File: config.mk
export PLATFORM = sky130hd
export DESIGN_NAME = gdt_descriptor_fetch
export DESIGN_NICKNAME = d
export VERILOG_FILES = /design/src/rtl/gdt_descriptor_fetch_pkg.sv /design/src/rtl/gdt_descriptor_fetch_selector_check.sv /design/src/rtl/gdt_descriptor_fetch.sv
export SDC_FILE = /design/constraint.sdc
export NUM_CORES = 1
export LEC_CHECK = 0
export ABC_AREA = 1
export BUFFER_PORTS_ARGS = -buffer_cell sky130_fd_sc_hd__buf_2
export CORE_MARGIN = 2
export CORE_UTILIZATION = 56
export CTS_CLUSTER_DIAMETER = 30
export DETAILED_ROUTE_END_ITERATION = 16
export PLACE_DENSITY = 0.87
export SLEW_MARGIN = 20
export SYNTH_ARGS = -nofsm -noshare
export SYNTH_HDL_FRONTEND = slang
export SYNTH_HIERARCHICAL = 1
export SYNTH_SLANG_ARGS = --single-unit
File: constraint.sdc
create_clock -name clock -period 3.65 [get_ports clock]
set_clock_uncertainty 0.1 [all_clocks]
set_input_delay 0.1825 -clock clock [delete_from_list [all_inputs] [get_ports clock]]
set_output_delay 0.1825 -clock clock [all_outputs]
set_load 0.02 [all_outputs]
File: src/rtl/gdt_descriptor_fetch_pkg.sv
// Shared types for the GDT descriptor fetch block: FSM states, fault
// codes, the selector-check result record and the descriptor size.
package gdt_descriptor_fetch_pkg;

   localparam int DESCRIPTOR_BYTES = 8;

   typedef enum logic [2:0] {
      IDLE,
      LOW_REQUEST,
      LOW_WAIT,
      HIGH_REQUEST,
      HIGH_WAIT,
      DONE,
      FAULT
   } state_t;

   typedef enum logic [1:0] {
      FAULT_LDT         = 2'b00,
      FAULT_NULL        = 2'b01,
      FAULT_LIMIT       = 2'b10,
      FAULT_NOT_PRESENT = 2'b11
   } fault_t;

   typedef struct packed {
      logic   fail;
      fault_t kind;
   } check_t;

   // Error code reported with every fault: selector with RPL cleared.
   function automatic logic [15:0] error_code(input logic [15:0] selector);
      return {selector[15:2], 2'b00};
   endfunction

endpackage

File: src/rtl/gdt_descriptor_fetch_selector_check.sv
// Combinational selector screening: LDT, null and GDT limit checks in
// priority order.
module selector_check
   import gdt_descriptor_fetch_pkg::*;
(
   input  logic [15:0] selector,
   input  logic [15:0] limit,
   output check_t      result
);

   // Last byte of the 8-byte entry; 17 bits so the compare never wraps.
   logic [16:0] last_byte;
   assign last_byte = {1'b0, selector[15:3], 3'b111};

   // First failing check wins; TI outranks null outranks limit.
   always_comb begin
      result = '{fail: 1'b0, kind: FAULT_LDT};
      if (selector[2])
         result = '{fail: 1'b1, kind: FAULT_LDT};
      else if (selector[15:3] == 13'd0)
         result = '{fail: 1'b1, kind: FAULT_NULL};
      else if (last_byte > {1'b0, limit})
         result = '{fail: 1'b1, kind: FAULT_LIMIT};
   end

endmodule

File: src/rtl/gdt_descriptor_fetch.sv
// GDT descriptor fetch: screens a selector against GDTR, then reads the
// 8-byte descriptor as two dword reads (low, then high).
// Optional macro GDT_PRESENT_CHECK_EN: fault (type 11) when the fetched
// descriptor has P = 0 instead of delivering it.
module gdt_descriptor_fetch
   import gdt_descriptor_fetch_pkg::*;
(
   input  logic        clock,
   input  logic        reset,
   input  logic        request_valid,
   output logic        request_ready,
   input  logic [15:0] request_selector,
   input  logic [31:0] GDTR_base,
   input  logic [15:0] GDTR_limit,
   output logic        memory_request_valid,
   input  logic        memory_request_ready,
   output logic [31:0] memory_address,
   input  logic        memory_response_valid,
   input  logic [31:0] memory_response_data,
   output logic        descriptor_valid,
   output logic [63:0] descriptor,
   output logic        fault_valid,
   output logic [1:0]  fault_type,
   output logic [15:0] fault_error_code
);

   state_t      state, state_next;
   logic [15:0] sel_q, limit_q, check_sel, check_limit;
   logic [31:0] base_q, low_q, low_addr;
   fault_t      fault_q;
   check_t      check_res;
   logic        present_fail;

   // The checker sees live inputs while idle (acceptance cycle) and the
   // latched request otherwise, so it always describes the active selector.
   assign check_sel   = (state == IDLE) ? request_selector : sel_q;
   assign check_limit = (state == IDLE) ? GDTR_limit       : limit_q;

   selector_check u_check (
      .selector (check_sel),
      .limit    (check_limit),
      .result   (check_res)
   );

`ifdef GDT_PRESENT_CHECK_EN
   assign present_fail = ~memory_response_data[15];
`else
   assign present_fail = 1'b0;
`endif

   // Entry address wraps modulo 2^32; high dword follows the low one.
   assign low_addr       = base_q + {16'd0, sel_q[15:3], 3'b000};
   assign memory_address = (state == HIGH_REQUEST || state == HIGH_WAIT)
                         ? low_addr + 32'(DESCRIPTOR_BYTES / 2) : low_addr;
   assign fault_type     = fault_q;

   // State register.
   always_ff @(posedge clock or negedge reset) begin
      if (!reset) state <= IDLE;
      else        state <= state_next;
   end

   // Next-state and handshake/pulse outputs.
   always_comb begin
      state_next           = state;
      request_ready        = 1'b0;
      memory_request_valid = 1'b0;
      descriptor_valid     = 1'b0;
      fault_valid          = 1'b0;
      case (state)
         IDLE: begin
            request_ready = 1'b1;
            if (request_valid) state_next = check_res.fail ? FAULT : LOW_REQUEST;
         end
         LOW_REQUEST: begin
            memory_request_valid = 1'b1;
            if (memory_request_ready) state_next = LOW_WAIT;
         end
         LOW_WAIT:
            if (memory_response_valid) state_next = HIGH_REQUEST;
         HIGH_REQUEST: begin
            memory_request_valid = 1'b1;
            if (memory_request_ready) state_next = HIGH_WAIT;
         end
         HIGH_WAIT:
            if (memory_response_valid) state_next = present_fail ? FAULT : DONE;
         DONE: begin
            descriptor_valid = 1'b1;
            state_next       = IDLE;
         end
         FAULT: begin
            fault_valid = 1'b1;
            state_next  = IDLE;
         end
         default: state_next = IDLE;
      endcase
   end

   // Request latches, dword capture and fault/descriptor result registers.
   always_ff @(posedge clock or negedge reset) begin
      if (!reset) begin
         sel_q            <= '0;
         base_q           <= '0;
         limit_q          <= '0;
         low_q            <= '0;
         descriptor       <= '0;
         fault_q          <= FAULT_LDT;
         fault_error_code <= '0;
      end else begin
         if (state == IDLE && request_valid) begin
            sel_q   <= request_selector;
            base_q  <= GDTR_base;
            limit_q <= GDTR_limit;
            if (check_res.fail) begin
               fault_q          <= check_res.kind;
               fault_error_code <= error_code(request_selector);
            end
         end
         if (state == LOW_WAIT && memory_response_valid)
            low_q <= memory_response_data;
         if (state == HIGH_WAIT && memory_response_valid) begin
            if (present_fail) begin
               fault_q          <= FAULT_NOT_PRESENT;
               fault_error_code <= error_code(sel_q);
            end else begin
               descriptor <= {memory_response_data, low_q};
            end
         end
      end
   end

endmodule

### Word level (Yosys, flattened, before mapping)

Cells that the tools add are included.

* bits in registers: 179
* bits of input ports: 101
* output and inout port bits: 118
* word-level logic and storage cells: 48

* add/sub/neg operators: 2
* order comparisons: 1
* eq/ne operators: 11
* muxes and demuxes: 17
* reductions and logical operators: 9

Operator list (number)
* $add 32x16->32: 1
* $add 32x3->32 const B: 1
* $mux 16: 2
* $mux 32: 1
* $mux 3: 9
* $gt 16x16->1: 1
* $pmux 3 s5: 1
* $logic_not 13->1: 1
* $ne 2x2->1 const B: 5
* $eq 3x3->1 const B: 3
* $eq 3x2->1 const B: 2
* $reduce_and 5->1: 1
* $mux 1: 4
* $eq 3x1->1 const B: 1
* $logic_and 1x1->1: 3
* $logic_not 3->1: 1
* $reduce_and 2->1: 1
* $reduce_or 2->1: 1
* $logic_or 1x1->1: 1

### Depth between registers and ports, before layout

* depth after elaboration: 9
* depth in mapped cells: 22

### Hierarchy

Netlist, hierarchy kept.

By module, submodules not included
* gdt_descriptor_fetch: times used 1, cells each 1225, area an instance 9849.4 sq um
* selector_check: times used 1, cells each 83, area an instance 464.2 sq um

### Worst setup path after synthesis

No wires, ideal clock.

* path kind: reg2reg
* start point: reg state[0]
* end point: reg fault_error_code[4]
* setup time: 125 ps
* data arrival time: 3189 ps
* data required time: 3425 ps
* path slack: 236 ps
* stages on the path, launching flop included: 21
* clock period less this slack: 3414 ps
* cell sequence: dfrtp_1 nor2_1 inv_1 nor2_1 inv_2 clkbuf_1 o21ai_0 inv_1 ha_1 nand2_1 nor2_2 inv_1 nor2_2 nand2_1 nand2_1 nand2_1 nand2_1 inv_1 nor2_1 buf_2 mux2_2

RTL lines
* start, declared: RTL line gdt_descriptor_fetch.sv:27 `state_t state, state_next;`
* start signal, assigned: RTL line gdt_descriptor_fetch.sv:60 `else state <= state_next;`
* end signal, assigned: RTL line gdt_descriptor_fetch.sv:116 `fault_error_code <= error_code(request_selector);`
* end signal, assigned: RTL line gdt_descriptor_fetch.sv:124 `fault_error_code <= error_code(sel_q);`
* end, declared: RTL line gdt_descriptor_fetch.sv:24 `output logic [15:0] fault_error_code`

### Final worst setup path

* start point: reg sel_q[3]
* end point: out memory_address[21]

* cells in the longest elaborated chain, start to end: 3

Ends and longest elaborated chain
* start, declared: RTL line gdt_descriptor_fetch.sv:28 `logic [15:0] sel_q, limit_q, check_sel, check_limit;`
* start signal, assigned: RTL line gdt_descriptor_fetch.sv:111 `sel_q <= request_selector;`
* $add 32x16->32 *: RTL line gdt_descriptor_fetch.sv:52 `assign low_addr = base_q + {16'd0, sel_q[15:3], 3'b000};`
* $add 32x3->32: RTL line gdt_descriptor_fetch.sv:54 `? low_addr + 32'(DESCRIPTOR_BYTES / 2) : low_addr;`
* $mux 32 *: RTL line gdt_descriptor_fetch.sv:54
* end, declared: RTL line gdt_descriptor_fetch.sv:17 `output logic [31:0] memory_address,`

Every way passes the cells marked *; elsewhere a longest branch is shown, timed or not.

==> impl_metrics.py <==
metrics = {
    "floorplan": {
        "die_y_um": 139,
        "coreArea_sq_um": 18000,
        "rows": 49,
        "dieArea_sq_um": 19300,
        "ios": 219,
        "die_w_um": 139,
        "start_util_pct": 56.9,
    },
    "worst_setup_path": {
        "crit_path_end_kind": "output port",
        "start_kind": "flip-flop",
        "crit_required_ns": 3.37,
        "worstSetupPathType": "flip-flop to output port",
        "crit_fanout": 4,
        "worstPathArrival_ns": 3.16,
    },
    "grt": {
        "antenna_found_initial": 3,
        "grt_max_degree": 101,
        "grt_usage_pct": 29.8,
        "use_met2_pct": 52.5,
        "use_met3_pct": 6.80,
        "grt_pass1_wl_mm": 46.9,
        "gr-total-overflow": 0,
        "busiest_layer": "met2",
        "first_global_vias": 9846,
        "grt_util_met1_pct": 34.7,
    },
    "final_layout": {
        "synthToLayoutAreaGrowth_pct": 29.0,
        "fin_area_sq_um": 13200,
        "drive_above_1_share_pct": 25.8,
        "fillers": 1231,
        "regArea_sq_um": 4430,
        "multiInputGateArea_sq_um": 4890,
        "instances_no_fill": 1842,
        "nNetsFinal": 1727,
    },
    "sta": {
        "fin_ws_ns": 0.206,
        "holdWs_ns": 0.125,
        "fmax_mhz": 290,
        "final_hold_viol_count": 0,
        "final_max_slew_viol_count": 0,
        "setup_viol": 0,
        "period_share_pct": 94.4,
        "timing.slew.headroom_pct": 33.7,
        "min_period_ns": 3.44,
        "tightest_slew_ns": 0.994,
    },
    "clock_network": {
        "clk_pin_slew_ns": 0.08,
        "cts_sinks": 177,
        "cts_tree": "done",
        "cts_root_buffer": "clkbuf_16",
        "clk_latency_ns": 0.44,
        "numCtsBuffers": 17,
        "cts.path.max_buffers": 2,
        "h-tree-depth": 4,
    },
    "detailed_routing": {
        "routed_wirelength_mm": 28.5,
        "dr_total_vias": 9860,
        "viasPerCell": 5.35,
        "drt_iter0_drc": 700,
        "dr.pass1.iters": 5,
        "drtAntennaViolNets": 0,
        "wl_per_cell_um": 15.5,
        "drcViolationCount": 0,
    },
    "yosys": {
        "netlist_area_sq_um": 10200,
        "avgSynthCellArea_sq_um": 7.89,
        "synth_warnings": 6,
        "syn_inst": 1296,
    },
    "flow_run": {
        "timing.max_cap.violations": 0,
    },
    "power": {
        "ir_drop_mv": 1.06,
        "power_mw": 13.6,
        "power-per-cell-area_nw_per_um2": 1030,
        "p_leak_nw": 7.10,
    },
    "placement": {
        "dp.cells": 1709,
        "port_buffers": 214,
        "post-dp-hpwl_mm": 18.6,
        "postPlaceCellArea_sq_um": 11500,
        "gp_congestion": 0.933,
        "dp_slack_ns": 0.306,
    },
    "outcome": {
        "status": "finished clean",
    },
    "worst_hold_path": {
        "hp-class": "input port to flip-flop",
    },
}
-- stage by stage --
| step | TNS (ns) | util [%] |
|---|---|---|
| 3_3_place_gp | 0 | 64.2 |
| 2_1_floorplan | 0 | - |
| 5_1_grt | -0.0713 | 73.4 |
| 6_report | 0 | 73.4 |
| 4_1_cts | 0 | 73.1 |
| 3_5_place_dp | 0 | 64.2 |
-- timing repair --
item / CTS / global route
resized for setup: 0 / 13
hold buffers: 97 / 0
endpoints found under the hold margin: 236 / 0
setup endpoints to repair: 0 / 27
setup buffers: 0 / 2
-- flip-flops by register name, indices dropped and copies added, names as in the netlist --
signal and cells:
base_q 32, descriptor 64, fault_error_code 14, fault_type 2
limit_q 16, low_q 32, sel_q 14, state 3
-- final cells by class --
cell class                 instances  area share (%)
clock inverter                    15            1.51
tap                              229            2.17
inverter                         208            5.92
sequential                       177            33.6
timing repair buffer             325            16.4
clock buffer                      17            3.23
multi-input combinational        869            37.1
antenna                            2          0.0380
-- critical path, cell delays in order (launching register included) --
cell	delay, ns
dfrtp_1	0.38
ha_2	0.22
inv_1	0.06
fa_2	0.37
inv_1	0.13
nand2_1	0.08
nand2_2	0.11
nand3_2	0.10
nand2_2	0.13
nand2_1	0.07
nand2_2	0.09
nand2_1	0.09
nor2_4	0.18
nand3_1	0.14
nor2_4	0.16
nand3_2	0.09
xor2_2	0.16
buf_4	0.16
-- routing by layer --
| layer | share of wire [%] | up-vias |
|---|---|---|
| met4 | 3.8 | 2 |
| li1 | - | 4685 |
| met5 | 0.046 | - |
| met2 | 51 | 401 |
| met1 | 39 | 4676 |
| met3 | 6.4 | 96 |
-- final timing paths --
check | start | endpoint | slack [ns] | cells after the start
setup / recovery | sel_q[3] | memory_address[21] | 0.21 | 17
max in group asynchronous | reset | low_q[18] | 2.13 | 3
hold / removal | request_valid | state[0] | 0.12 | 3
hold reg to reg | low_q[4] | low_q[4] | 0.39 | 2
setup reg to reg | state[0] | fault_error_code[3] | 0.23 | 20
min in group asynchronous | reset | descriptor[0] | 0.34 | 2
-- power breakdown --
group          total [mW]  leakage, nW  internal (mW)  switching (mW)
registers            3.52         2.17           2.88           0.634
clock network        1.89        0.301          0.948           0.939
logic                8.18         4.63           2.80            5.37
-- cells in the final DEF, fill, tap and decap left out, drive strengths merged, types with 8 or more instances in the layout --
cell type,count
nand2,384
buf,228
inv,215
dfrtp,177
o21ai,129
dlygate4sd3,97
nor2,89
nand3,70
mux2,52
a21oi,29
ha,27
nand4,20
xor2,19
clkbuf,17
nor3,16
o21a,13
clkinv,8
Note: power is estimated with default switching activity, not from simulation.
